**src/rtl/jac_pkg.sv**
```systemverilog
// ============================================================================
// Module : jac_pkg
// Brief  : Shared widths, flow-control opcodes and FSM state type for the
//          branch unit and its return stack.
// Rev    : 1.0  initial release
// ============================================================================
`default_nettype none

package jac_pkg;

    localparam int PC_WIDTH    = 8;
    localparam int STACK_DEPTH = 4;

    localparam logic [3:0] c_OP_GOTO = 4'hA;
    localparam logic [3:0] c_OP_BR   = 4'hB;
    localparam logic [3:0] c_OP_BRZ  = 4'hC;
    localparam logic [3:0] c_OP_BRC  = 4'hD;
    localparam logic [3:0] c_OP_CALL = 4'hE;
    localparam logic [3:0] c_OP_RET  = 4'hF;

    typedef enum logic [1:0] {
        ST_BOOT   = 2'd0,
        ST_RUN    = 2'd1,
        ST_SQUASH = 2'd2
    } state_t;

    // Opcodes A..F change control flow; everything below is handed to execute.
    function automatic logic is_flow(input logic [3:0] op);
        return (op >= c_OP_GOTO);
    endfunction

endpackage

`default_nettype wire

```
**src/rtl/return_stack.sv**
```systemverilog
// ============================================================================
// Module : return_stack
// Brief  : Circular return-address stack; a push when full overwrites the
//          oldest entry, a pop when empty is ignored.
// Rev    : 1.0  initial release
// ============================================================================
`default_nettype none

module return_stack #(
    parameter int WIDTH = 8,
    parameter int DEPTH = 4
) (
    input  logic             clk,
    input  logic             res_n,
    input  logic             i_push,
    input  logic             i_pop,
    input  logic [WIDTH-1:0] i_data,
    output logic [WIDTH-1:0] o_top,
    output logic             o_full,
    output logic             o_empty
);

    localparam int c_PTR_W = (DEPTH > 1) ? $clog2(DEPTH) : 1;
    localparam int c_CNT_W = $clog2(DEPTH + 1);

    logic [WIDTH-1:0]   r_mem [DEPTH];
    logic [c_PTR_W-1:0] r_wr_ptr;
    logic [c_CNT_W-1:0] r_count;

    logic [c_PTR_W-1:0] w_ptr_inc;
    logic [c_PTR_W-1:0] w_ptr_dec;

    // Pointer wraps explicitly so non-power-of-two depths stay circular.
    always_comb begin
        w_ptr_inc = (r_wr_ptr == c_PTR_W'(DEPTH - 1)) ? '0 : r_wr_ptr + 1'b1;
        w_ptr_dec = (r_wr_ptr == '0) ? c_PTR_W'(DEPTH - 1) : r_wr_ptr - 1'b1;
    end

    assign o_full  = (r_count == c_CNT_W'(DEPTH));
    assign o_empty = (r_count == '0);
    assign o_top   = r_mem[w_ptr_dec];

    always_ff @(posedge clk) begin
        if (!res_n) begin
            r_wr_ptr <= '0;
            r_count  <= '0;
        end else if (i_push) begin
            r_wr_ptr <= w_ptr_inc;
            if (!o_full) begin
                r_count <= r_count + 1'b1;
            end
        end else if (i_pop && !o_empty) begin
            r_wr_ptr <= w_ptr_dec;
            r_count  <= r_count - 1'b1;
        end
    end

    // Entry storage needs no reset: the count alone decides what is live.
    always_ff @(posedge clk) begin
        if (res_n && i_push) begin
            r_mem[r_wr_ptr] <= i_data;
        end
    end

endmodule

`default_nettype wire

```
**src/rtl/branch_unit.sv**
```systemverilog
// ============================================================================
// Module : branch_unit
// Brief  : Zero-cycle flow-control decode with one-slot squash after taken
//          jumps, return stack, and instruction register for execute.
// Rev    : 1.0  initial release
// ============================================================================
`default_nettype none

module branch_unit #(
    parameter int PC_WIDTH    = jac_pkg::PC_WIDTH,
    parameter int STACK_DEPTH = jac_pkg::STACK_DEPTH
) (
    input  logic                clk,
    input  logic                res_n,
    input  logic [PC_WIDTH-1:0] pc,
    input  logic [15:0]         instr,
    input  logic                flag_z,
    input  logic                flag_c,
    output logic                wr_en,
    output logic                add_offset,
    output logic [PC_WIDTH-1:0] counteradress,
    output logic [15:0]         ir,
    output logic                ir_valid,
    output logic                stack_err
);

    import jac_pkg::*;

    state_t r_state;
    state_t w_state_nxt;

    logic [3:0]          w_op;
    logic [PC_WIDTH-1:0] w_field;
    logic                w_run;
    logic                w_take;
    logic                w_rel;
    logic [PC_WIDTH-1:0] w_tgt;
    logic                w_push;
    logic                w_pop;
    logic                w_err_set;
    logic                w_load_ir;

    logic [PC_WIDTH-1:0] w_stk_top;
    logic                w_stk_full;
    logic                w_stk_empty;

    assign w_op    = instr[15:12];
    assign w_field = PC_WIDTH'(instr[7:0]);
    // Reset gates the decode so outputs are quiet while res_n is low.
    assign w_run   = res_n && (r_state == ST_RUN);

    always_comb begin
        w_take    = 1'b0;
        w_rel     = 1'b0;
        w_tgt     = '0;
        w_push    = 1'b0;
        w_pop     = 1'b0;
        w_err_set = 1'b0;
        w_load_ir = 1'b0;
        if (w_run) begin
            case (w_op)
                c_OP_GOTO: begin
                    w_take = 1'b1;
                    w_tgt  = w_field;
                end
                c_OP_BR: begin
                    w_take = 1'b1;
                    w_rel  = 1'b1;
                    w_tgt  = w_field;
                end
                c_OP_BRZ: begin
                    w_take = flag_z;
                    w_rel  = flag_z;
                    w_tgt  = flag_z ? w_field : '0;
                end
                c_OP_BRC: begin
                    w_take = flag_c;
                    w_rel  = flag_c;
                    w_tgt  = flag_c ? w_field : '0;
                end
                c_OP_CALL: begin
                    w_take    = 1'b1;
                    w_tgt     = w_field;
                    w_push    = 1'b1;
                    w_err_set = w_stk_full;
                end
                c_OP_RET: begin
                    if (w_stk_empty) begin
                        w_err_set = 1'b1;
                    end else begin
                        w_take = 1'b1;
                        w_tgt  = w_stk_top;
                        w_pop  = 1'b1;
                    end
                end
                default: begin
                    w_load_ir = !is_flow(w_op);
                end
            endcase
        end
    end

    always_comb begin
        wr_en         = w_take;
        add_offset    = w_take & w_rel;
        counteradress = w_take ? w_tgt : '0;
    end

    always_comb begin
        w_state_nxt = r_state;
        case (r_state)
            ST_BOOT:   w_state_nxt = ST_RUN;
            ST_RUN:    w_state_nxt = w_take ? ST_SQUASH : ST_RUN;
            ST_SQUASH: w_state_nxt = ST_RUN;
            default:   w_state_nxt = ST_BOOT;
        endcase
    end

    always_ff @(posedge clk) begin
        if (!res_n) begin
            r_state   <= ST_BOOT;
            ir        <= 16'h0000;
            ir_valid  <= 1'b0;
            stack_err <= 1'b0;
        end else begin
            r_state  <= w_state_nxt;
            ir_valid <= w_load_ir;
            if (w_load_ir) begin
                ir <= instr;
            end
            if (w_err_set) begin
                stack_err <= 1'b1;
            end
        end
    end

    // The pushed return address is the live pc, i.e. the word after the CALL.
    return_stack #(
        .WIDTH (PC_WIDTH),
        .DEPTH (STACK_DEPTH)
    ) u_return_stack (
        .clk     (clk),
        .res_n   (res_n),
        .i_push  (w_push),
        .i_pop   (w_pop),
        .i_data  (pc),
        .o_top   (w_stk_top),
        .o_full  (w_stk_full),
        .o_empty (w_stk_empty)
    );

endmodule

`default_nettype wire

```
**config.mk**
```make
export PLATFORM = sky130hd
export DESIGN_NAME = branch_unit
export DESIGN_NICKNAME = d
export VERILOG_FILES = /design/src/rtl/jac_pkg.sv /design/src/rtl/return_stack.sv /design/src/rtl/branch_unit.sv
export SDC_FILE = /design/constraint.sdc
export NUM_CORES = 1
export LEC_CHECK = 0
export CAP_MARGIN = 10
export CELL_PAD_IN_SITES_DETAIL_PLACEMENT = 1
export CELL_PAD_IN_SITES_GLOBAL_PLACEMENT = 2
export CORE_MARGIN = 2
export CORE_UTILIZATION = 38
export CTS_BUF_LIST = sky130_fd_sc_hd__clkbuf_8
export CTS_CLUSTER_DIAMETER = 200
export CTS_CLUSTER_SIZE = 30
export DETAILED_ROUTE_END_ITERATION = 7
export GPL_TIMING_DRIVEN = 0
export PLACE_DENSITY_LB_ADDON = 0.1
export SLEW_MARGIN = 20
export SYNTH_ARGS = -nofsm -noshare
export SYNTH_HDL_FRONTEND = slang
export SYNTH_HIERARCHICAL = 1
export SYNTH_SLANG_ARGS = --single-unit
```
**constraint.sdc**
```tcl
create_clock -name clk -period 4.8 [get_ports clk]
set_clock_uncertainty 0.2 [all_clocks]
set_input_delay 0.72 -clock clk [delete_from_list [all_inputs] [get_ports clk]]
set_output_delay 0.72 -clock clk [all_outputs]
set_load 0.02 [all_outputs]
```
Yosys cells after proc, flatten, opt, wreduce, memory -nomap -nowiden
Memories as Yosys holds them, arrays and structs flattened.
Cells that the tools add are included.
{"block": "totals", "regBits": 25, "ram_bits": 32, "n_memories": 1, "out_inout_bits": 28, "word_cells": 68}
{"block": "classes", "bitwise_logic": 1, "magnitude_cmp": 1, "reduce_logical": 13, "add_sub_neg": 4, "eq_ne": 11, "muxes": 31}
{"memory": "u_return_stack.r_mem", "depth": 4, "word_bits": 8, "rd": 1, "rd_ports_with_merged_regs": 0, "write_ports": 1, "line": "return_stack.sv:26", "source": "logic [WIDTH-1:0] r_mem [DEPTH];"}
{"operator": "2-to-1 mux 8 bit", "count": 5}
{"operator": "one-hot mux 8 bit (4 select lines)", "count": 1}
{"operator": "== test 4 bit, second input constant", "count": 6}
{"operator": "2-to-1 mux 1 bit", "count": 13}
{"operator": "2-to-1 mux 2 bit", "count": 5}
{"operator": "2-to-1 mux 3 bit", "count": 3}
{"operator": "OR reduction 6 bit", "count": 1}
{"operator": "== test 2 bit, second input constant", "count": 2}
{"operator": ">= comparator 4 bit, second input constant", "count": 1}
{"operator": "zero test 2 bit", "count": 2}
{"operator": "one-hot mux 1 bit (4 select lines)", "count": 1}
{"operator": "one-hot mux 2 bit (2 select lines)", "count": 1}
{"operator": "adder 3 x 1 -> 3 bit, second input constant", "count": 1}
{"operator": "== test 3 bit, second input constant", "count": 1}
{"operator": "logical AND 1 bit", "count": 3}
{"operator": "zero test 3 bit", "count": 1}
{"operator": "one-hot mux 1 bit (3 select lines)", "count": 1}
{"operator": "OR reduction 3 bit", "count": 1}
{"operator": "subtractor 3 x 1 -> 3 bit, second input constant", "count": 1}
{"operator": "adder 2 x 1 -> 2 bit, second input constant", "count": 1}
{"operator": "== test 2 x 1 -> 1 bit, second input constant", "count": 1}
{"operator": "zero test 1 bit", "count": 2}
{"operator": "!= test 2 bit, second input constant", "count": 1}
{"operator": "one-hot mux 1 bit (2 select lines)", "count": 1}
{"operator": "5 further kinds", "count": 5}

Logic depth before layout (Yosys ltp)
Gate-level depths: netlist of run 1.
{"block": "depth", "word_depth": 7, "depth_mapped": 11, "mapped_depth_nobuf": 7}

Cells and area by module
Netlist of run 1, hierarchy kept.
{"mod": "return_stack", "area_per_inst_um2": 1577.8, "seq_area_each_um2": 1061.0, "cells_per_inst": 93, "n_inst": 1}
{"mod": "branch_unit", "area_per_inst_um2": 1325.0, "seq_area_each_um2": 400.4, "cells_per_inst": 151, "n_inst": 1}

Least setup slack after synthesis of run 1
No wires, ideal clock.
{"block": "synth_path", "kind": "input to register", "startpoint": "input port res_n", "endpoint": "register u_return_stack.r_count[2]", "required_time_ns": 4.514, "stages": 11, "arrival_time_ns": 2.867, "slack_ns": 1.647, "cell_sequence": "buf_2 -> nand3b_2 -> buf_2 -> nor3_1 -> buf_2 -> buf_2 -> inv_1 -> fa_1 -> nand2b_1 -> or3_1 -> a221oi_2"}
{"item": "start, declared", "line": "branch_unit.sv:14", "source": "input logic res_n,"}
{"item": "logical AND 1 bit *", "line": "branch_unit.sv:50", "source": "assign w_run = res_n && (r_state == ST_RUN);"}
{"item": "2-to-1 mux 1 bit *", "line": "branch_unit.sv:60", "source": "if (w_run) begin"}
{"item": "named net w_push", "line": "branch_unit.sv:38", "source": "logic w_push;"}
{"item": "!= test 2 bit (no line) / nonzero test 2 bit (equally long branches)"}
{"item": "AND reduction 2 bit (no line)"}
{"item": "end signal, assigned", "line": "return_stack.sv:50", "source": "r_count <= r_count + 1'b1;"}
{"item": "end signal, assigned", "line": "return_stack.sv:54", "source": "r_count <= r_count - 1'b1;"}
{"item": "end, declared", "line": "return_stack.sv:28", "source": "logic [c_CNT_W-1:0] r_count;"}
The timed path passes the listed nets; every way through them passes the cells marked *.
A chain may end at the register's enable or synchronous reset.

Final worst setup path of run 1
Ends and elaborated chain as after synthesis.

==> flow_summary.toml, run 1 <==
[worst_setup_path]
critPathKind = "in2reg"
cp_cell_sequence = "clkdlybuf4s50_1, buf_2, nand3b_2, buf_2, nor3_1, buf_2, buf_2, inv_1, fa_1, nand2b_1, or3_1, a221oi_2"
data_arrival_at_the_endpoint_of_the_critical_path_ns = 4.09
max_stage_delay_ns = 0.70
critical_path.n_buffers_inverters = 6
cp-start-kind = "input pin"
worstSetupEndpointType = "flop"
worst_path_maximum_fanout = 10
cell_with_the_biggest_individual_delay_on_the_critical_path = "clkdlybuf4s50_1"
cpLargestDelayFamily = "buffers and inverters"
critical_path.most_common_cell = "buf_2"
critical_path_required_ns = 4.85

[global_route]
groute.layer.met2.usage = 0.320
antenna_found_initial = 0
grt_remaining_overflow = 0
grt.met1_usage = 0.243
first_pass_grt_wire_length_um = 12600
grt-busiest-layer = "met2"
grt.met3_usage = 0.0515
grt_max_degree = 12
grt.total_usage = 0.195
via_count_of_the_first_global_routing_pass = 2364

[clock_network]
clock-sinks = 57
ctsHoldBuffers = 0
tritoncts.num_buffers = 9
cts.reportedPaths.clkPinSlew_ns = 0.07
ctsRootBufferMaster = "clkbuf_8"
post_cts.resized_instances = 0
tritoncts = "yes"
clkLatencyLatePin_ns = 0.34
cts_htree_levels = 3
setup_fix_buffers_added_after_clock_tree_synthesis = 0
clock_path_buffers = 2

[routing]
drt_iter0_drc = 79
wl_per_cell_um = 18.0
route.detailed.vias_per_inst = 5.42
drt-pass1-iter-count = 4
ant_nets = 0
number_of_vias_in_the_routed_layout = 2234
detail_route.wirelength_um = 7430
drc_errors = 0

[power_and_ir_drop]
power.leakage_nw = 1.21
power-per-cell-area_nw_per_um2 = 288
max-vdd-ir-drop_uv = 144

[timing]
report.final.slew_viol_count = 0
finalSetupViolations = 0
finalHoldViolations = 0
fmax_ghz = 0.247
timing.max_slew.rel_slack = 0.653
setup_slack_ns = 0.759
worst_slew_pin_slew_ns = 0.521
post-route-period-util = 0.842
rsz_0062_raised_after_global_routing = "false"
finalWorstPathRequiredPeriod_ns = 4.04
final.setup.tns_ns = 0

[cells_and_area]
most-common-layout-cells = "53 x clkdlybuf4s50_1, 32 x edfxtp_1, 25 x dfxtp_1, 17 x o21ai_0, 14 x nand3_1"
multi_input_area_um2 = 1270
antenna_cells_inserted = 0
post_route_cells_drive_above_1_share = 0.188
area_delta_synth_final_pct = 29.2
most_common_cell_after_layout_fill_and_taps_aside = "clkdlybuf4s50_1"
final.fill_count = 782
fin_nets = 341
final-seq-area_um2 = 1460

[floorplan]
fp.dieH_um = 91.4
die-area_um2 = 8350
core.rowCount = 31
coreArea_um2 = 7330
die_width_um = 91.4
io-pin-count = 56
floorplan.initialDensity = 0.396

[synth]
synth_cell_type_count = 50
synth_top_family_by_area = "compound AO/OA/AOI/OAI gates"
post_synth_and_or_nand_nor_area_fraction = 0.149
yosys_register_bits = 57
yosysWarningCount = 6
synth.avg_cell_area_um2 = 11.9
syn_area_um2 = 2900
synth-adder-area-share = 0.0241
yosys_most_used_dff = "edfxtp_1"
synth_nets = 277
synthesis.instances = 244
synth-compound-area-share = 0.188
yosys-mux-area-fraction = 0.0690
seq_area_frac_synth = 0.503
synth_xor_area_frac = 0.00603
proportion_of_synthesized_flip_flops_having_asynchronous_set_or_reset = 0
edff_count_synth = 32

[placement]
preCtsSetupSlack_ns = 0.414
dp.final_hpwl_um = 5410
finalWeightedCongestion = 0.783
portbufs = 53

[run_status]
status = "finished clean"

[min_path]
min_delay_worst_type = "reg2reg"

[flow_run]
drv.max_cap_violation_count = 0
[synth_stat cells (5+ instances only)]
master / instances / area share
o21ai_0: 17 / 0.029
nand3_1: 14 / 0.024
o21a_1: 5 / 0.013
nand3b_1: 8 / 0.021
inv_1: 6 / 0.0078
a21boi_0: 13 / 0.034
dfxtp_1: 25 / 0.17
mux4_2: 8 / 0.062
nand2_1: 7 / 0.0091
clkbuf_1: 5 / 0.0065
edfxtp_1: 32 / 0.33
buf_2: 9 / 0.016
and3_1: 5 / 0.011
o211ai_1: 9 / 0.023
nand4b_1: 8 / 0.024
a311oi_2: 8 / 0.041
a21oi_1: 7 / 0.012
nor2_1: 7 / 0.0091
[sequential cells by signal (all words and copies together) (netlist names)]
register	flops
ir_valid	1
stack_err	1
u_return_stack/r_mem	32
r_state	2
u_return_stack/r_wr_ptr	2
u_return_stack/r_count	3
ir	16
[final cells by class]
type / instances / share of cell area
clock inverter: 7 / 0.0187
timing repair buffer: 53 / 0.141
sequential: 57 / 0.390
inverter: 7 / 0.00700
multi-input combinational: 156 / 0.338
tap: 99 / 0.0330
buffer: 24 / 0.0397
clock buffer: 9 / 0.0330
[where the power goes]
part           switching (mW)  leakage (nW)  internal, mW
logic                  0.0641         0.633        0.0524
clock network           0.202        0.0893         0.238
registers             0.00373         0.491         0.522
[cell families (layout without fill, tap and decap cells)]
| group | after synthesis | count (layout) |
|---|---|---|
| compound gates | 70 | 70 |
| simple gates | 69 | 69 |
| flops | 57 | 57 |
| buf+inv | 31 | 100 |
| mux | 10 | 10 |
| fa+ha+maj | 5 | 5 |
| xor+xnor | 2 | 2 |
[worst paths after layout]
path | cells past startpoint | end | slack, ns | startpoint
worst max register to register | 10 | u_return_stack/r_count[2] | 1.71 | r_state[1]
worst min-delay path | 1 | stack_err | 0.27 | stack_err
worst min register to register | 1 | stack_err | 0.27 | stack_err
worst max-delay path | 12 | u_return_stack/r_count[2] | 0.76 | res_n
[through the flow]
step | util | power (mW) | std cells | hold slack, ns | cell area (µm²)
2_1_floorplan | - | 0.595 | 244 | 0.291 | 2900
3_3_place_gp | 0.485 | 0.651 | 396 | 0.261 | 3560
3_5_place_dp | 0.485 | 0.653 | 396 | 0.266 | 3560
4_1_cts | 0.512 | 1.10 | 412 | 0.283 | 3750
5_1_grt | 0.512 | 1.13 | 412 | 0.305 | 3750
6_report | 0.512 | 1.08 | 412 | 0.275 | 3750
[metal layers]
metal	vias to the layer above	wire length, µm
met3	10	227
li1	1068	-
met2	49	3830
met4	0	117
met1	1107	3250
met5	-	0
Note: power is estimated with default switching activity, not from simulation.
==> inputs of run 2 (changes only) <==
- CORE_UTILIZATION: 38 -> 32
- clock period: 4.8 -> 3.45 ns (I/O delays scaled with it)
==> run 2 against run 1 <==
Against the previous run:
- power rose by 44%
- combinational power is 38% higher
- register-to-register slack worse by 1.3 ns
- via count fell by 2.3%
- non-clock buffer count unchanged
- largest power group unchanged
==> flow_summary.toml, run 2 (synthesis results as in run 1) <==
[power_and_ir_drop]
combinationalPowerShare = 0.104
share_of_power_burned_in_the_clock_network = 0.426
power-per-cell-area_nw_per_um2 = 410
power.leakage_nw = 1.36
power.sequential.fraction = 0.469
design_power_total_mw = 1.56
internal_power_mw = 1.15
power_switching_mw = 0.410
max-vdd-ir-drop_uv = 230
switching_share_of_power = 0.264

[min_path]
min_delay_worst_type = "reg2reg"
number_of_cells_traversed_by_the_worst_hold_path = 1
worstHoldStart = "stack_err"

[worst_setup_path]
worst_path_maximum_fanout = 10
critical_path.startpoint = "res_n"
critical_path_required_ns = 3.50
ff2ff_path_depth = 10
worstSetupEndpointType = "flop"
reg2reg_from = "r_state[1]"
data_arrival_at_the_endpoint_of_the_critical_path_ns = 3.37
cp-start-kind = "input pin"
critPathKind = "in2reg"

[timing]
post-route-period-util = 0.963
worst_slew_pin_slew_ns = 0.566
finalWorstPathRequiredPeriod_ns = 3.32
timing.max_slew.rel_slack = 0.623
report.final.slew_viol_count = 0
finalSetupViolations = 0
setup_slack_ns = 0.127
holdWs_ns = 0.280
rsz_0062_raised_after_global_routing = "true"
final.setup.tns_ns = 0
finalHoldViolations = 0
fmax_ghz = 0.301

[floorplan]
fp.dieH_um = 99.2
core.rowCount = 34
floorplan.initialDensity = 0.331
coreArea_um2 = 8760
die-area_um2 = 9850
die_width_um = 99.2
io-pin-count = 56

[clock_network]
clock-sinks = 57
cts.reportedPaths.clkPinSlew_ns = 0.08
clkLatencyLatePin_ns = 0.33
cts_htree_levels = 3
clock_path_buffers = 2
ctsRootBufferMaster = "clkbuf_8"
setup_fix_buffers_added_after_clock_tree_synthesis = 0
tritoncts = "yes"
tritoncts.num_buffers = 9

[global_route]
first_pass_grt_wire_length_um = 12100
antenna_found_initial = 0
grt_max_degree = 14
grt_remaining_overflow = 0
via_count_of_the_first_global_routing_pass = 2252
grt.total_usage = 0.158

[cells_and_area]
multi_input_area_um2 = 1270
postLayoutCoreUtil = 0.433
top_regs = "u_return_stack/r_mem (32), ir (16), u_return_stack/r_count (3)"
registers.top_by_ff_count = "u_return_stack/r_mem"
final-seq-area_um2 = 1460
finalInstanceArea_um2 = 3800
flip_flop_count_of_the_largest_register_after_layout = 32
post_route_cells_drive_above_1_share = 0.201
fin_nets = 341
most-common-layout-cells = "43 x clkdlybuf4s50_1, 32 x edfxtp_1, 25 x dfxtp_1, 17 x o21ai_0, 14 x nand3_1"
final.fill_count = 973
most_common_cell_after_layout_fill_and_taps_aside = "clkdlybuf4s50_1"
antenna_cells_inserted = 0
area_delta_synth_final_pct = 30.8
layout.cells.non_filler = 421

[routing]
drt-pass1-iter-count = 4
ant_nets = 0
drt_iter0_drc = 61
route.detailed.vias_per_inst = 5.19
detail_route.wirelength_um = 7440
number_of_vias_in_the_routed_layout = 2183
drc_errors = 0
wl_per_cell_um = 17.7

[placement]
finalWeightedCongestion = 0.708
portbufs = 53
preCtsSetupSlack_ns = -0.722
dp.final_hpwl_um = 5320
place_inst = 405
placed_instance_area_um2 = 3570

[flow_run]
drv.max_cap_violation_count = 0

[run_status]
status = "finished clean"
## run 2: timing repair
action	in CTS	in global routing
setup endpoints to repair	10	7
hold endpoints to repair	0	0
hold buffers	0	0
gates resized for setup	8	9
## run 2: power groups by stage
stage | logic [mW] | registers (mW) | clock network (mW)
CTS | 0.164 | 0.730 | 0.688
global placement | 0.163 | 0.746 | 0
floorplan | 0.0726 | 0.756 | 0
finish | 0.162 | 0.730 | 0.663
detailed placement | 0.164 | 0.746 | 0
global route | 0.177 | 0.732 | 0.717
## run 2: final cells by class
type,count,share of cell area
sequential,57,0.385
multi-input combinational,156,0.334
timing repair buffer,53,0.143
buffer,24,0.0405
tap,108,0.0356
clock buffer,9,0.0326
clock inverter,7,0.0221
inverter,7,0.00725
## run 2: final timing paths
check                                    to  slack (ns)
setup / recovery  u_return_stack/r_count[2]        0.13
setup reg to reg  u_return_stack/r_count[2]        0.40
hold / removal                    stack_err        0.28
hold reg to reg                   stack_err        0.28
## run 2: metal layers
| metal | vias up | GRT usage | routed length [µm] |
|---|---|---|---|
| li1 | 1075 | - | - |
| met1 | 1060 | 0.211 | 3510 |
| met2 | 42 | 0.262 | 3600 |
| met3 | 6 | 0.0295 | 252 |
| met4 | 0 | 0.0474 | 73 |
| met5 | - | 0 | 0 |
## run 2: worst max-delay path: stages
cell	delay [ns]
clkdlybuf4s15_2	0.31
buf_4	0.22
nand3b_2	0.18
buf_2	0.24
nor3_1	0.18
clkbuf_4	0.22
buf_2	0.21
inv_1	0.10
fa_1	0.47
nand2b_1	0.17
or3_1	0.33
a221oi_2	0.21
==> inputs of run 3 (changes only) <==
- CORE_UTILIZATION: 32 -> 38
- CTS_BUF_LIST: sky130_fd_sc_hd__clkbuf_8 -> sky130_fd_sc_hd__clkbuf_2
- clock period: 3.45 -> 4.2 ns (I/O delays scaled with it)
==> run 3 against run 2 <==
Against the previous run:
- core utilization grew 6.8 points
- worst setup slack better by 0.21 ns
- combinational power decreased by 18%
- die area fell by 15%
- critical endpoint is now counteradress[7]
- largest power group unchanged
==> flow_summary.toml, run 3 (synthesis results as in run 1) <==
[run_status]
status = "finished clean"

[timing]
fmax_ghz = 0.259
timing.max_slew.rel_slack = 0.645
worst_slew_pin_slew_ns = 0.533
post-route-period-util = 0.921
finalSetupViolations = 0
final.setup.tns_ns = 0
report.final.slew_viol_count = 0
rsz_0062_raised_after_global_routing = "false"
finalHoldViolations = 0
finalWorstPathRequiredPeriod_ns = 3.87

[worst_setup_path]
cp_cell_sequence = "inv_1, ha_1, clkinv_1, mux4_2, nand3b_1, a311oi_2, clkdlybuf4s50_1"
worstSetupEndpointType = "output port"
critPathKind = "reg2out"
data_arrival_at_the_endpoint_of_the_critical_path_ns = 3.04
worst_path_maximum_fanout = 8
cp-start-kind = "flop"
max_stage_delay_ns = 0.66
critical_path_required_ns = 3.37
cell_with_the_biggest_individual_delay_on_the_critical_path = "clkdlybuf4s50_1"

[clock_network]
tritoncts = "yes"
ctsHoldBuffers = 0
cts.reportedPaths.clkPinSlew_ns = 0.17
clkLatencyLatePin_ns = 0.49
setup_fix_buffers_added_after_clock_tree_synthesis = 0
clock_path_buffers = 2
post_cts.resized_instances = 0
tritoncts.num_buffers = 9
clock-sinks = 57
cts_htree_levels = 3
ctsRootBufferMaster = "clkbuf_2"

[placement]
portbufs = 53
dp.final_hpwl_um = 5410
finalWeightedCongestion = 0.783

[cells_and_area]
final-seq-area_um2 = 1460
antenna_cells_inserted = 0
fin_nets = 341
area_delta_synth_final_pct = 26.5
flip_flop_count_of_the_largest_register_after_layout = 32
most-common-layout-cells = "53 x clkdlybuf4s50_1, 32 x edfxtp_1, 25 x dfxtp_1, 17 x o21ai_0, 14 x nand3_1"
final.fill_count = 788
most_common_cell_after_layout_fill_and_taps_aside = "clkdlybuf4s50_1"
top_regs = "u_return_stack/r_mem (32), ir (16), u_return_stack/r_count (3)"
multi_input_area_um2 = 1270
registers.top_by_ff_count = "u_return_stack/r_mem"
post_route_cells_drive_above_1_share = 0.188

[global_route]
antenna_found_initial = 0
first_pass_grt_wire_length_um = 12600
via_count_of_the_first_global_routing_pass = 2365
grt_max_degree = 12
grt_remaining_overflow = 0
grt.total_usage = 0.194

[routing]
wl_per_cell_um = 17.9
number_of_vias_in_the_routed_layout = 2233
drt_iter0_drc = 65
drc_errors = 0
drt-pass1-iter-count = 4
ant_nets = 0
detail_route.wirelength_um = 7390
route.detailed.vias_per_inst = 5.42

[power_and_ir_drop]
power-per-cell-area_nw_per_um2 = 296
design_power_total_mw = 1.09
power.leakage_nw = 1.19
max-vdd-ir-drop_uv = 198

[floorplan]
floorplan.initialDensity = 0.396
die_width_um = 91.4
die-area_um2 = 8350
core.rowCount = 31
fp.dieH_um = 91.4
coreArea_um2 = 7330
io-pin-count = 56

[min_path]
min_delay_worst_type = "reg2reg"

[flow_run]
drv.max_cap_violation_count = 0
[run 3: worst paths after layout]
path,start,to,slack (ns),cells past startpoint
worst max-delay path,u_return_stack/r_wr_ptr[0],counteradress[7],0.33,7
worst min-delay path,ir[9],ir[9],0.29,2
worst max register to register,r_state[1],u_return_stack/r_count[2],1.07,10
worst min register to register,ir[9],ir[9],0.29,2
[run 3: final cells by class]
| type | count | area share |
|---|---|---|
| buffer | 24 | 0.0405 |
| inverter | 7 | 0.00716 |
| tap | 99 | 0.0337 |
| timing repair buffer | 53 | 0.144 |
| sequential | 57 | 0.398 |
| clock buffer | 9 | 0.0123 |
| clock inverter | 7 | 0.0191 |
| multi-input combinational | 156 | 0.345 |
[run 3: per-stage QoR]
step / instances / worst slack (ns) / cell area (µm²) / hold WS (ns) / utilization
after CTS: 412 / 0.269 / 3670 / 0.299 / 0.501
after floorplan: 244 / 1.14 / 2900 / 0.291 / -
after detailed placement: 396 / -0.0963 / 3560 / 0.266 / 0.485
after global placement: 396 / -0.0717 / 3560 / 0.261 / 0.485
final: 412 / 0.333 / 3670 / 0.294 / 0.501
after global routing: 412 / 0.0851 / 3670 / 0.318 / 0.501
[run 3: power by group]
part           internal, mW  switching (mW)
registers             0.596         0.00428
logic                0.0599          0.0733
clock network         0.136           0.219
total                 0.792           0.297
[run 3: layer usage]
layer / GRT usage / vias up / part of all wire
met5: 0 / - / 0
met4: 0.0821 / 0 / 0.021
met3: 0.0465 / 16 / 0.032
met2: 0.319 / 51 / 0.51
met1: 0.244 / 1096 / 0.44
li1: - / 1070 / -
[run 3: critical path, delay by kind of cell (launching register included)]
kind / cells / cell delay, ns
muxes: 1 / 0.31
AOI/OAI and AO/OA: 1 / 0.30
and+or+nand+nor: 1 / 0.10
adders and majority gates: 1 / 0.36
DFF: 1 / 0.46
buffers and inverters: 3 / 1.03
